## src/rtl/mips_ctrl_pkg.sv

```systemverilog
// Shared types and constants for the multi-cycle MIPS main controller.
package mips_ctrl_pkg;

    typedef enum logic [3:0] {
        S_IDLE      = 4'd0,
        S_FETCH     = 4'd1,
        S_DECODE    = 4'd2,
        S_MEM_ADDR  = 4'd3,
        S_MEM_READ  = 4'd4,
        S_MEM_WB    = 4'd5,
        S_MEM_WRITE = 4'd6,
        S_R_EXEC    = 4'd7,
        S_R_WB      = 4'd8,
        S_BRANCH    = 4'd9,
        S_ADDI_EXEC = 4'd10,
        S_ADDI_WB   = 4'd11,
        S_JUMP      = 4'd12
    } state_t;

    localparam logic [5:0] OP_RTYPE = 6'h00;
    localparam logic [5:0] OP_ADDI  = 6'h08;
    localparam logic [5:0] OP_LW    = 6'h23;
    localparam logic [5:0] OP_LH    = 6'h21;
    localparam logic [5:0] OP_LHU   = 6'h25;
    localparam logic [5:0] OP_SW    = 6'h2B;
    localparam logic [5:0] OP_BEQ   = 6'h04;
    localparam logic [5:0] OP_J     = 6'h02;

    localparam logic [1:0] ALUOP_ADD   = 2'b00;
    localparam logic [1:0] ALUOP_SUB   = 2'b01;
    localparam logic [1:0] ALUOP_FUNCT = 2'b10;

    localparam logic [1:0] HW_WORD = 2'b00;
    localparam logic [1:0] HW_LH   = 2'b11;
    localparam logic [1:0] HW_LHU  = 2'b10;

    // Registered datapath control bundle
    typedef struct packed {
        logic       mem_req;
        logic       mem_write;
        logic       i_or_d;
        logic       pc_write;
        logic       pc_write_cond;
        logic       reg_write;
        logic       reg_dest;
        logic       mem_to_reg;
        logic       alu_src_a;
        logic [1:0] alu_src_b;
        logic [1:0] pc_source;
        logic [1:0] half_word_signed;
        logic [1:0] alu_op;
    } ctrl_t;

    function automatic logic [1:0] half_word_sel(input logic [5:0] op);
        case (op)
            OP_LH:   return HW_LH;
            OP_LHU:  return HW_LHU;
            default: return HW_WORD;
        endcase
    endfunction

    function automatic logic is_wait_state(input state_t s);
        return (s == S_FETCH) || (s == S_MEM_READ) || (s == S_MEM_WRITE);
    endfunction

endpackage

```

## src/rtl/mem_wait_timer.sv

```systemverilog
// Counts wait cycles of one memory access; expired flags the last allowed wait cycle.
module mem_wait_timer #(
    parameter int unsigned TIMEOUT = 16
) (
    input  logic clk,
    input  logic reset,
    input  logic clear,
    input  logic enable,
    output logic expired
);

    localparam int unsigned CNT_W = (TIMEOUT > 2) ? $clog2(TIMEOUT) : 1;

    logic [CNT_W-1:0] count;

    always_ff @(posedge clk or negedge reset) begin
        if (!reset) begin
            count <= '0;
        end else if (clear) begin
            count <= '0;
        end else if (enable) begin
            count <= count + CNT_W'(1);
        end
    end

    assign expired = (count == CNT_W'(TIMEOUT - 1));

endmodule

```

## src/rtl/multicycle_control.sv

```systemverilog
// Multi-cycle MIPS main controller with req/ready memory handshake and wait timeout.
// Define MC_JUMP_EN to build the JUMP state for opcode 0x02.
module multicycle_control
    import mips_ctrl_pkg::*;
#(
    parameter int unsigned OPCODE_W = 6,
    parameter int unsigned ALUOP_W  = 2,
    parameter int unsigned TIMEOUT  = 16
) (
    input  logic                clk,
    input  logic                reset,
    input  logic [OPCODE_W-1:0] opcode,
    input  logic                mem_ready,
    output logic                mem_req,
    output logic                mem_write,
    output logic                i_or_d,
    output logic                ir_write,
    output logic                pc_write,
    output logic                pc_write_cond,
    output logic                reg_write,
    output logic                reg_dest,
    output logic                mem_to_reg,
    output logic                alu_src_a,
    output logic [1:0]          alu_src_b,
    output logic [1:0]          pc_source,
    output logic [1:0]          half_word_signed,
    output logic [ALUOP_W-1:0]  alu_op,
    output logic                mem_error,
    output logic                illegal_op,
    output logic [3:0]          state
);

    state_t              state_q, state_d;
    logic [OPCODE_W-1:0] op_q;
    logic                run_q;
    ctrl_t               ctrl_q, ctrl_d;
    logic                mem_error_q, mem_error_d;
    logic                illegal_q, illegal_d;
    logic                expired, timer_clear, timer_en;
    logic [5:0]          op_in, op_lat;

    assign op_in  = 6'(opcode);
    assign op_lat = 6'(op_q);

    mem_wait_timer #(.TIMEOUT(TIMEOUT)) u_timer (
        .clk     (clk),
        .reset   (reset),
        .clear   (timer_clear),
        .enable  (timer_en),
        .expired (expired)
    );

    // Timer restarts on every new access, including a timed-out FETCH retrying itself
    assign timer_en    = is_wait_state(state_q) && !mem_ready;
    assign timer_clear = is_wait_state(state_d) && !(timer_en && !expired);

    // IDLE holds one cycle after reset release so the first FETCH lands on the second edge
    always_ff @(posedge clk or negedge reset) begin
        if (!reset) begin
            state_q     <= S_IDLE;
            run_q       <= 1'b0;
            op_q        <= '0;
            ctrl_q      <= '0;
            mem_error_q <= 1'b0;
            illegal_q   <= 1'b0;
        end else begin
            state_q     <= state_d;
            run_q       <= 1'b1;
            ctrl_q      <= ctrl_d;
            mem_error_q <= mem_error_d;
            illegal_q   <= illegal_d;
            if (state_q == S_DECODE) begin
                op_q <= opcode;
            end
        end
    end

    // Next state, error pulses and controls decoded from the next state
    always_comb begin
        state_d     = state_q;
        mem_error_d = 1'b0;
        illegal_d   = 1'b0;
        ctrl_d      = '0;

        case (state_q)
            S_IDLE:      if (run_q) state_d = S_FETCH;
            S_FETCH: begin
                if (mem_ready) begin
                    state_d = S_DECODE;
                end else if (expired) begin
                    state_d     = S_FETCH;
                    mem_error_d = 1'b1;
                end
            end
            S_DECODE: begin
                case (op_in)
                    OP_RTYPE:            state_d = S_R_EXEC;
                    OP_ADDI:             state_d = S_ADDI_EXEC;
                    OP_LW, OP_LH, OP_LHU,
                    OP_SW:               state_d = S_MEM_ADDR;
                    OP_BEQ:              state_d = S_BRANCH;
`ifdef MC_JUMP_EN
                    OP_J:                state_d = S_JUMP;
`endif
                    default: begin
                        state_d   = S_FETCH;
                        illegal_d = 1'b1;
                    end
                endcase
            end
            S_MEM_ADDR:  state_d = (op_lat == OP_SW) ? S_MEM_WRITE : S_MEM_READ;
            S_MEM_READ: begin
                if (mem_ready) begin
                    state_d = S_MEM_WB;
                end else if (expired) begin
                    state_d     = S_FETCH;
                    mem_error_d = 1'b1;
                end
            end
            S_MEM_WRITE: begin
                if (mem_ready) begin
                    state_d = S_FETCH;
                end else if (expired) begin
                    state_d     = S_FETCH;
                    mem_error_d = 1'b1;
                end
            end
            S_MEM_WB:    state_d = S_FETCH;
            S_R_EXEC:    state_d = S_R_WB;
            S_R_WB:      state_d = S_FETCH;
            S_ADDI_EXEC: state_d = S_ADDI_WB;
            S_ADDI_WB:   state_d = S_FETCH;
            S_BRANCH:    state_d = S_FETCH;
`ifdef MC_JUMP_EN
            S_JUMP:      state_d = S_FETCH;
`endif
            default:     state_d = S_IDLE;
        endcase

        case (state_d)
            S_FETCH: begin
                ctrl_d.mem_req   = 1'b1;
                ctrl_d.alu_src_b = 2'b01;
            end
            S_DECODE:    ctrl_d.alu_src_b = 2'b11;
            S_MEM_ADDR, S_ADDI_EXEC: begin
                ctrl_d.alu_src_a = 1'b1;
                ctrl_d.alu_src_b = 2'b10;
                ctrl_d.alu_op    = ALUOP_ADD;
            end
            S_MEM_READ: begin
                ctrl_d.mem_req = 1'b1;
                ctrl_d.i_or_d  = 1'b1;
            end
            S_MEM_WRITE: begin
                ctrl_d.mem_req   = 1'b1;
                ctrl_d.i_or_d    = 1'b1;
                ctrl_d.mem_write = 1'b1;
            end
            S_MEM_WB: begin
                ctrl_d.reg_write        = 1'b1;
                ctrl_d.mem_to_reg       = 1'b1;
                ctrl_d.half_word_signed = half_word_sel(op_lat);
            end
            S_R_EXEC: begin
                ctrl_d.alu_src_a = 1'b1;
                ctrl_d.alu_op    = ALUOP_FUNCT;
            end
            S_R_WB: begin
                ctrl_d.reg_write = 1'b1;
                ctrl_d.reg_dest  = 1'b1;
            end
            S_ADDI_WB:   ctrl_d.reg_write = 1'b1;
            S_BRANCH: begin
                ctrl_d.alu_src_a     = 1'b1;
                ctrl_d.alu_op        = ALUOP_SUB;
                ctrl_d.pc_write_cond = 1'b1;
                ctrl_d.pc_source     = 2'b01;
            end
`ifdef MC_JUMP_EN
            S_JUMP: begin
                ctrl_d.pc_write  = 1'b1;
                ctrl_d.pc_source = 2'b10;
            end
`endif
            default:     ctrl_d = '0;
        endcase
    end

    // IR and PC load in FETCH follow the memory completing the instruction read
    assign ir_write         = (state_q == S_FETCH) && mem_ready;
    assign pc_write         = ctrl_q.pc_write || ir_write;
    assign mem_req          = ctrl_q.mem_req;
    assign mem_write        = ctrl_q.mem_write;
    assign i_or_d           = ctrl_q.i_or_d;
    assign pc_write_cond    = ctrl_q.pc_write_cond;
    assign reg_write        = ctrl_q.reg_write;
    assign reg_dest         = ctrl_q.reg_dest;
    assign mem_to_reg       = ctrl_q.mem_to_reg;
    assign alu_src_a        = ctrl_q.alu_src_a;
    assign alu_src_b        = ctrl_q.alu_src_b;
    assign pc_source        = ctrl_q.pc_source;
    assign half_word_signed = ctrl_q.half_word_signed;
    assign alu_op           = ALUOP_W'(ctrl_q.alu_op);
    assign mem_error        = mem_error_q;
    assign illegal_op       = illegal_q;
    assign state            = 4'(state_q);

endmodule

```

## config.mk

```make
export PLATFORM = sky130hd
export DESIGN_NAME = multicycle_control
export DESIGN_NICKNAME = d
export VERILOG_FILES = /design/src/rtl/mips_ctrl_pkg.sv /design/src/rtl/mem_wait_timer.sv /design/src/rtl/multicycle_control.sv
export SDC_FILE = /design/constraint.sdc
export NUM_CORES = 1
export LEC_CHECK = 0
export ABC_AREA = 1
export BUFFER_PORTS_ARGS = -buffer_cell sky130_fd_sc_hd__clkbuf_2
export CORE_ASPECT_RATIO = 0.5
export CORE_MARGIN = 1
export CORE_UTILIZATION = 45
export DETAILED_ROUTE_END_ITERATION = 6
export GPL_ROUTABILITY_DRIVEN = 1
export PLACE_DENSITY = 0.68
export SLEW_MARGIN = 20
export SYNTH_ARGS = -nofsm -noshare
export SYNTH_HDL_FRONTEND = slang
export SYNTH_SLANG_ARGS = --single-unit
```

## constraint.sdc

```tcl
create_clock -name clk -period 3.31 [get_ports clk]
set_clock_uncertainty 0.1 [all_clocks]
set_input_delay 0.1655 -clock clk [delete_from_list [all_inputs] [get_ports clk]]
set_output_delay 0.1655 -clock clk [all_outputs]
set_load 0.02 [all_outputs]
```

## Yosys cells after proc, flatten, opt, wreduce, memory -nomap -nowiden

Cells that the tools add are included.

| word-level totals | value |
|---|---|
| bits in registers | 33 |
| word-level logic and storage cells | 102 |
| output and inout port bits | 24 |
| input bits | 9 |

| cells by class | value |
|---|---|
| reductions and logical operators | 23 |
| $add $sub $neg | 1 |
| equality and inequality tests | 32 |
| multiplexer cells | 28 |

Operator list:

| cell | number |
|---|---|
| 6-bit == test (second input constant) | 7 |
| 4-bit == test (second input constant) | 9 |
| 4-bit case mux with 9 select lines | 1 |
| 4-bit by 3-bit == test with 1-bit output (second input constant) | 8 |
| 4-bit two-way mux | 7 |
| 4-bit by 2-bit == test with 1-bit output (second input constant) | 4 |
| 4-bit case mux with 4 select lines | 1 |
| 1-bit two-way mux | 14 |
| 4-bit OR reduction | 3 |
| 3-bit OR reduction | 3 |
| 4-bit by 1-bit == test with 1-bit output (second input constant) | 2 |
| 2-bit case mux with 2 select lines | 2 |
| 7-bit OR reduction | 1 |
| 6-bit by 3-bit == test with 1-bit output (second input constant) | 1 |
| 6-bit by 4-bit == test with 1-bit output (second input constant) | 1 |
| 6-bit logical NOT | 1 |
| 2-bit case mux with 3 select lines | 1 |
| 4-bit by 1-bit adder with 4-bit output (second input constant) | 1 |
| 1-bit logical AND | 4 |
| 4-bit logical NOT | 1 |
| 1-bit logical OR | 4 |
| 2-bit two-way mux | 2 |
| 2-bit OR reduction | 2 |
| 1-bit logical NOT | 3 |
| 2-bit nonzero test | 1 |

## Depth between registers and ports, before layout

Gate-level depths: netlist of the first run.

| logic depth | value |
|---|---|
| word-level depth | 9 |
| depth in mapped cells | 12 |
| gate-level depth less buffers | 12 |

## Hierarchy

From an unflattened synthesis of the first run, not the netlist that was laid out.

| unflattened totals | value |
|---|---|
| cells, all modules | 182 |
| area, all modules | 1595.3 um^2 |

By module, submodules not included:

| module | area an instance (um^2) | times used | cells an instance |
|---|---|---|---|
| multicycle_control | 1383.8 | 1 | 156 |
| mem_wait_timer | 211.5 | 1 | 26 |

## Worst setup path before layout of the first run

OpenSTA, ideal clock, no wires.

| timing path | value |
|---|---|
| kind | reg-to-reg |
| start point | register state_q[2] (netlist: state[2]) |
| end point | register u_timer.count[0] |
| required time | 3.087 ns |
| cell stages (with the launch flop) | 12 |
| setup slack | 1.620 ns |
| arrival | 1.467 ns |
| library setup time | 0.123 ns |
| cell sequence | dfrtp_1 buf_6 nor2_4 nand2_4 inv_6 nand2_4 nand2_4 nor2_4 nor2_2 nand2_4 nand2_4 a21oi_1 |

| between the ends | value |
|---|---|
| word-level cells in the longest chain between the ends | 8 |
| elaborated cells on any way between the ends | 32 |
| those cells by class | 14 x eq/ne; 7 x mux; 11 x reduce/logical |

RTL lines:

| element | line | text |
|---|---|---|
| start, declared | multicycle_control.sv:33 | `state_t state_q, state_d;` |
| start signal, assigned | multicycle_control.sv:67 | `state_q <= state_d;` |
| 4-bit == test, or another cell as far along | multicycle_control.sv:85 | `case (state_q)` |
| 4-bit OR reduction (no line), or another cell as far along | -- |  |
| 4-bit case mux with 9 select lines / 1-bit logical OR (equally long branches) | multicycle_control.sv:85, mips_ctrl_pkg.sv:63 |  |
| 4-bit by 1-bit == test with 1-bit output, or another cell as far along | mips_ctrl_pkg.sv:63 | `return (s == S_FETCH) \|\| (s == S_MEM_READ) \|\| (s == S_MEM_WRITE);` |
| 1-bit logical OR / 1-bit logical AND (equally long branches) | mips_ctrl_pkg.sv:63, multicycle_control.sv:55 |  |
| 1-bit logical OR / 1-bit logical NOT (equally long branches) | mips_ctrl_pkg.sv:63, multicycle_control.sv:55 |  |
| 1-bit logical AND | multicycle_control.sv:55 | `assign timer_clear = is_wait_state(state_d) && !(timer_en && !expired);` |
| 4-bit two-way mux / 2-bit nonzero test (equally long branches) | -- |  |
| end signal, assigned | mem_wait_timer.sv:22 | `count <= count + CNT_W'(1);` |
| end, declared | mem_wait_timer.sv:14 | `logic [CNT_W-1:0] count;` |

Parallel ways exist; a longest one is shown, timed or not.
A chain may end at the register's enable or synchronous reset.

## Worst setup path after layout of the first run

| timing path | value |
|---|---|
| start point | register state_q[2] (netlist: state[2]) |
| end point | register u_timer.count[3] |

| between the ends | value |
|---|---|
| word-level cells in the longest chain between the ends | 8 |
| elaborated cells on any way between the ends | 32 |
| those cells by class | 14 x eq/ne; 7 x mux; 11 x reduce/logical |

RTL lines:

| element | line |
|---|---|
| 4-bit == test / 4-bit by 3-bit == test with 1-bit output (equally long branches) | multicycle_control.sv:85 |
| 4-bit OR reduction (no line) | -- |
| 4-bit case mux with 9 select lines * | multicycle_control.sv:85 |
| via state_d[1] | multicycle_control.sv:33 |
| 4-bit by 1-bit == test with 1-bit output / 4-bit by 3-bit == test with 1-bit output (equally long branches) | mips_ctrl_pkg.sv:63 |
| 1-bit logical OR | mips_ctrl_pkg.sv:63 |
| 1-bit logical OR * | mips_ctrl_pkg.sv:63 |
| 1-bit logical AND * | multicycle_control.sv:55 |
| 4-bit two-way mux / 2-bit nonzero test (equally long branches) | -- |

The timed path passes the listed nets; every way through them passes the cells marked *.

==> out/metrics.csv, run 1 <==
stage;metric;value;unit
synthesis;main flop type after synthesis;dfrtp_1;
synthesis;main combinational cell family by area after synthesis;simple AND/OR/NAND/NOR gates;
sta;Slew Limit Headroom;50.5;%
route;total wire length;2940;microns
cts;Skew-Pair Late Insertion Delay;0.28;ns
synthesis;Mapped Avg Cell Area;8.79;sq um
sta;Worst Tran Pin Value;0.743;ns
synthesis;Synth Area in XOR/XNOR;1.75;%
synthesis;count leader, synth;nand2_1;
setup_path;Crit Path Class;reg2reg;
route;Via-to-Cell Ratio;4.71;
finish;max reg flops;6;
synthesis;synth warn;0;
cts;CTS tree;built;
global_route;Total GRT Usage;19.0;%
route;Vias;1164;
setup_path;crit path capture type;flop;
sta;Setup TNS Final;0;ns
die;row cnt;14;
sta;Final Setup Violations;0;
global_route;initial antenna violation count;0;
finish;Nets;216;
setup_path;Critical Path AT;1.88;ns
sta;final max-slew violation count;0;
synthesis;dominant cell type by area after synthesis;dfrtp_1;
finish;final core utilization;57.7;%
finish;layout cell share with drive strength beyond 1;30.4;%
global_route;vias in the first global route;1118;
synthesis;adder-cell share of the synthesized area;0.832;%
setup_path;Worst setup SP type;flop;
cts;H-tree level count;2;
cts;Num CTS Buffers;5;
synthesis;synth top area cells;dfrtp_1 (50%), nand2_1 (11%), nand3_1 (4.3%), nor2_1 (4.0%), nand2_4 (3.7%);
synthesis;synth cell count leaders;nand2_1 (43), dfrtp_1 (30), nor2_1 (16), inv_1 (14), nand3_1 (13);
synthesis;Cells after Synth;171;
global_route;Overflow after GRT;0;
cts;Max clock buf depth;2;
route;TritonRoute pass-1 iters;4;
route;post-route antenna net violation count;0;
min_path;min-delay worst type;in2reg;
sta;final period utilization;53.8;%
die;full die area;3590;sq um
placed_design;input/output buffers;31;
die;Die Span X;83.8;microns
synthesis;mux share of post-synthesis cell area;0;%
placed_design;RePlAce Congestion;0.845;
synthesis;Synth Net Count;181;
status;status;completed;
die;Core ar.;3080;sq um
setup_path;CP max FO;10;
cts;clock transition at the registers of the reported paths;0.06;ns
sta;Max Clk Rate;562;MHz
route;number of remaining DRC errors;0;
finish;area delta synth->final;18.3;%
route;initial DRC count;68;
global_route;first-pass GRT wire length;5060;microns
synthesis;mapped cell area;1500;sq um
route;routed len/inst;11.9;microns
synthesis;Netlist cell types;25;
global_route;largest net degree at the start of global routing;31;
sta;endpoints failing hold;0;
finish;antenna diode count;0;
cts;Sink Count;30;
synthesis;Synth Area in Simple Gates;34.2;%
setup_path;Worst EP required;3.41;ns
die;effective utilization at floorplan;48.8;%
synthesis;FF+latch count, synth;30;
sta;Final Critical Period;1.78;ns
synthesis;Yosys top cell area share;49.9;%
synthesis;compound-cell area share of the yosys netlist;5.24;%
die;Die Y;42.9;microns
synthesis;Seq/Total Area, Yosys;49.9;%
sta;RSZ-0062 raised after global routing;false;
pwr;Pwr Density;899;nW/um^2
placed_design;HPWL Detailed;2280;microns
run;MaxCap Viol Count;0;
pwr;Static Leak;0.974;nW
die;# IOs;33;
pwr;Worst VDD drop;484;uV
synthesis;Post-synth ARST share;100;%
cts;post-cts resize count;0;
synthesis;EDFF count, synth;0;
cts;CTS Root Cell;clkbuf_8;
-- final cells by class --
class                      instances  area, sq um
fill                             290         1300
sequential                        30          751
multi-input combinational        118          639
timing repair buffer              33          175
clock buffer                       7         86.3
inverter                          18         72.6
tap                               40         50.0
clock inverter                     1         5.00
-- worst paths after layout --
check,startpoint,endpoint,slack (ns),cells after the start
max in group asynchronous,reset,mem_req,2.25,2
hold / removal,opcode[4],op_lat[4],0.03,3
setup / recovery,state[2],u_timer.count[3],1.53,9
min in group asynchronous,reset,op_lat[3],0.39,2
hold reg to reg,op_lat[2],half_word_signed[0],0.37,1
setup reg to reg,state[2],u_timer.count[3],1.53,9
-- logic make-up after synthesis --
group,count (synthesis)
simple gates,98
flops,30
buf+inv,23
compound gates,14
xor+xnor,3
other cells,2
fa+ha+maj,1
-- cell usage in the layout, fill, tap and decap left out, drive strengths merged --
master | netlist | final
dfrtp | 30 | 30
xor2 | 3 | 3
nor3b | 1 | 1
nand4 | 1 | 1
nor2 | 24 | 24
a31oi | 2 | 2
inv | 18 | 18
nand3 | 16 | 16
clkbuf | 0 | 38
o21ai | 8 | 8
clkinv | 0 | 1
dlygate4sd3 | 0 | 2
nand2 | 52 | 52
conb | 2 | 2
a21boi | 1 | 1
a21oi | 3 | 3
ha | 1 | 1
nor3 | 4 | 4
-- worst max-delay path, stage by stage (launching register included) --
cell and delay [ns]:
dfrtp_1 0.51, nor2_4 0.25, nand2_4 0.13, inv_6 0.11, nand2_1 0.13, nand3_4 0.14
nor2_2 0.06, nand2_4 0.07, nand2_4 0.06, a21oi_1 0.13
-- metal layers --
layer	vias to the layer above	wire length [microns]	GRT usage, %
met5	-	0	0
met4	0	40	8.47
met3	5	120	6.03
met2	28	1290	29.1
met1	526	1490	25.0
li1	605	-	-
-- report_power, final --
part	internal, W	total [W]	switching (W)
Clock	0.000167	0.000299	0.000132
Combinational	0.000243	0.000740	0.000497
Sequential	0.000474	0.000560	0.0000859
Total	0.000884	0.00160	0.000715
-- what timing repair did --
| item | 4_1_cts | 5_1_grt |
|---|---|---|
| endpoints found under the hold margin | 31 | 0 |
| hold buffers | 2 | 0 |
| setup buffers | 0 | 0 |
-- per-stage QoR --
stage	instance area [sq um]	setup slack, ns	hold slack [ns]	total power (W)	instances
after CTS	1780	1.52	0.0292	0.00161	247
after global routing	1780	1.35	0.0376	0.00172	247
after detailed placement	1670	1.53	0.169	0.00131	237
final	1780	1.53	0.0317	0.00160	247
after global placement	1670	1.53	0.154	0.00130	237
after floorplan	1500	1.62	-0.230	0.00115	171
Note: power is estimated with default switching activity, not from simulation.
==> run 2: changes to the inputs <==
--- a/config.mk
+++ b/config.mk
@@ -5,14 +5,14 @@
 export SDC_FILE = /design/constraint.sdc
 export NUM_CORES = 1
 export LEC_CHECK = 0
-export ABC_AREA = 1
+export ABC_AREA = 0
 export BUFFER_PORTS_ARGS = -buffer_cell sky130_fd_sc_hd__clkbuf_2
 export CORE_ASPECT_RATIO = 0.5
 export CORE_MARGIN = 1
 export CORE_UTILIZATION = 45
 export DETAILED_ROUTE_END_ITERATION = 6
 export GPL_ROUTABILITY_DRIVEN = 1
-export PLACE_DENSITY = 0.68
+export PLACE_DENSITY = 0.71
 export SLEW_MARGIN = 20
 export SYNTH_ARGS = -nofsm -noshare
 export SYNTH_HDL_FRONTEND = slang
==> constraint.sdc (replaced) <==
create_clock -name clk -period 1.5 [get_ports clk]
set_clock_uncertainty 0.1 [all_clocks]
set_input_delay 0.075 -clock clk [delete_from_list [all_inputs] [get_ports clk]]
set_output_delay 0.075 -clock clk [all_outputs]
set_load 0.02 [all_outputs]
==> run 2 against run 1 <==
Compared with the run above:
- the run now ends with setup timing left
- synthesized cell count decreased by 24%
- die area unchanged
- non-clock buffer count increased by 65
- first-iteration DRC count increased by 31%
- register-to-register slack got worse by 2.1 ns
- sequential cell count unchanged
- core utilization increased by 25 points
- combinational power increased to 4.0 times the previous value
- via count increased by 29%
- cell count increased by 8.5%
- sequential power increased by 110%
- sequential share of layout area decreased by 13 points
- critical endpoint is now pc_source[0]
==> out/metrics.csv, run 2 <==
stage;metric;value;unit
status;status;finished, violations left;
status;violated checks;setup timing;
pwr;Gate power share;61.4;%
die;Die Span X;83.8;microns
finish;area delta synth->final;69.5;%
die;row cnt;14;
global_route;Overflow after GRT;0;
synthesis;compound-cell area share of the yosys netlist;11.8;%
route;Via-to-Cell Ratio;5.60;
sta;RSZ-0062 raised after global routing;true;
sta;Max Clk Rate;474;MHz
synthesis;Mapped Avg Cell Area;11.6;sq um
route;total wire length;5350;microns
synthesis;Synth Area in XOR/XNOR;2.33;%
pwr;switching pwr;0.00186;W
global_route;first-pass GRT wire length;7320;microns
global_route;Total GRT Usage;28.0;%
die;Core ar.;3080;sq um
pwr;Static Leak;1.25;nW
synthesis;Cells after Synth;130;
finish;non-filler cells, final;268;
synthesis;synth warn;0;
cts;Num CTS Buffers;5;
pwr;Worst VDD drop;1300;uV
pwr;Final Power;0.00485;W
die;Die Y;42.9;microns
synthesis;FF+latch count, synth;30;
cts;Max clock buf depth;2;
synthesis;Post-synth ARST share;100;%
cts;Sink Count;30;
synthesis;EDFF count, synth;0;
cts;clock transition at the registers of the reported paths;0.08;ns
global_route;initial antenna violation count;0;
global_route;largest net degree at the start of global routing;31;
setup_path;Slowest cell on crit path;or4_4;
setup_path;Worst setup SP type;flop;
synthesis;Netlist cell types;48;
placed_design;Cell Area, Placed;2040;sq um
synthesis;synth cell count leaders;dfrtp_1 (30), nand2_1 (11), nor2_1 (10), buf_4 (5), mux2_1 (5);
die;effective utilization at floorplan;48.8;%
sta;final max-slew violation count;0;
synthesis;dominant cell type by area after synthesis;dfrtp_1;
sta;final setup margin;-0.609;ns
setup_path;CP max FO;3;
setup_path;Critical Path AT;2.19;ns
synthesis;main combinational cell family by area after synthesis;simple AND/OR/NAND/NOR gates;
min_path;min-delay worst type;in2reg;
synthesis;Seq/Total Area, Yosys;49.9;%
die;# IOs;33;
route;Vias;1502;
sta;Final Critical Period;2.11;ns
pwr;Pwr Density;1900;nW/um^2
finish;max reg flops;6;
setup_path;Crit path top cell by count;buf_4;
sta;final period utilization;141;%
placed_design;input/output buffers;31;
route;number of remaining DRC errors;0;
route;routed len/inst;19.9;microns
synthesis;Synth Net Count;140;
finish;final core utilization;82.7;%
setup_path;crit path capture type;flop;
synthesis;adder-cell share of the synthesized area;0.832;%
synthesis;count leader, synth;dfrtp_1;
run;MaxCap Viol Count;0;
finish;Nets;237;
pwr;P_int;0.00299;W
synthesis;mapped cell area;1500;sq um
global_route;vias in the first global route;1490;
cts;Skew-Pair Late Insertion Delay;0.30;ns
placed_design;Placed Cells;237;
cts;CTS Root Cell;clkbuf_8;
setup_path;Crit Path Class;reg2reg;
finish;filler cell count;159;
finish;antenna diode count;0;
setup_path;crit-path cells;ha_2 -> a31o_4 -> or4_4 -> o211ai_4 -> nand2b_4 -> buf_4 -> buf_4 -> nor2_1;
pwr;Sw Ratio;38.4;%
sta;endpoints failing hold;0;
finish;most common cell after layout, fill and taps aside;buf_4;
pwr;sequential power share;24.2;%
cts;CTS tree;built;
setup_path;Worst EP required;1.58;ns
synthesis;Synth Area in Simple Gates;24.2;%
sta;Final Setup Violations;27;
placed_design;RePlAce Congestion;0.772;
route;TritonRoute pass-1 iters;4;
placed_design;HPWL Detailed;2510;microns
route;post-route antenna net violation count;0;
die;full die area;3590;sq um
synthesis;mux share of post-synthesis cell area;5.24;%
route;initial DRC count;89;
finish;most frequent cells in the layout;buf_4 (45), clkbuf_2 (29), dfrtp_1 (26), buf_6 (18), nand2_1 (9);
setup_path;CP peak stage delay;0.45;ns
synthesis;main flop type after synthesis;dfrtp_1;
synthesis;synth top area cells;dfrtp_1 (50%), mux2_1 (3.7%), nor4b_4 (3.2%), nand2_1 (2.7%), buf_4 (2.5%);
finish;Finished Cell Area;2550;sq um
pwr;clock group share of total power;14.4;%
synthesis;Yosys top cell area share;49.9;%
finish;layout cell share with drive strength beyond 1;64.9;%
cts;H-tree level count;2;
## run 2: timing repair
| action | 4_1_cts | 5_1_grt |
|---|---|---|
| gates resized for setup | 33 | 23 |
| endpoints found under the hold margin | 32 | 0 |
| buffers inserted | 14 | 11 |
| endpoints found under the setup margin | 26 | 28 |
| pin swaps | 10 | 10 |
| hold buffers | 2 | 0 |
## run 2: final cells by class
type / instances / area, sq um / share of cell area [%]
clock buffers: 7 / 86.3 / 3.39
inverters: 5 / 23.8 / 0.933
repair buffers: 98 / 776 / 30.4
multi-input cells: 87 / 852 / 33.4
well taps: 40 / 50.0 / 1.96
flip-flops and latches: 30 / 756 / 29.7
clock inverters: 1 / 5.00 / 0.196
## run 2: path summary, 6_finish.rpt
check	start	endpoint	slack, ns	depth (start not counted)
setup / recovery	u_timer.count[0]	pc_source[0]	-0.61	8
hold / removal	opcode[0]	op_lat[0]	0.02	3
setup reg to reg	u_timer.count[0]	pc_source[0]	-0.61	8
hold reg to reg	op_lat[4]	op_lat[4]	0.41	1
max in group asynchronous	reset	state[2]	0.92	3
min in group asynchronous	reset	alu_op[1]	0.19	3
## run 2: cells by family after synthesis
family,after synthesis
AO/OA/AOI/OAI,20
other,2
AND/OR/NAND/NOR,53
adder cells (fa/ha/maj),1
XOR/XNOR,4
multiplexers,7
flip-flops,30
buffers and inverters,13
## run 2: power by group through the flow
stage | combinational, W | clock [W] | sequential, W
finish | 0.00298 | 0.000697 | 0.00118
global route | 0.00311 | 0.000734 | 0.00119
CTS | 0.00256 | 0.000680 | 0.00115
detailed placement | 0.00199 | 0 | 0.00116
global placement | 0.00193 | 0 | 0.00116
floorplan | 0.00104 | 0 | 0.00131
## run 2: critical path: cells and delay by family, from the launching register on
kind	cells	cell delay, ns
adder cells (fa/ha/maj)	1	0.21
AND/OR/NAND/NOR	3	0.69
AO/OA/AOI/OAI	2	0.37
flip-flops	1	0.39
buffers and inverters	2	0.23
## run 2: routing by layer
layer	wire length, microns	vias to the layer above	global-route usage, %	share of wire, %
met4	271	0	15.9	5.1
li1	-	652	-	-
met2	2570	51	48.0	48
met3	236	33	8.56	4.4
met1	2270	766	32.0	42
met5	0	-	0	0
## run 2: metrics by stage
stage | TNS (ns) | worst slack [ns] | hold WS, ns
2_1_floorplan | -6.54 | -0.631 | -0.321
3_3_place_gp | -5.58 | -0.447 | -0.0616
3_5_place_dp | -6.14 | -0.572 | -0.0396
4_1_cts | -7.21 | -0.556 | -0.0196
5_1_grt | -9.51 | -0.632 | 0.0363
6_report | -8.30 | -0.609 | 0.0212
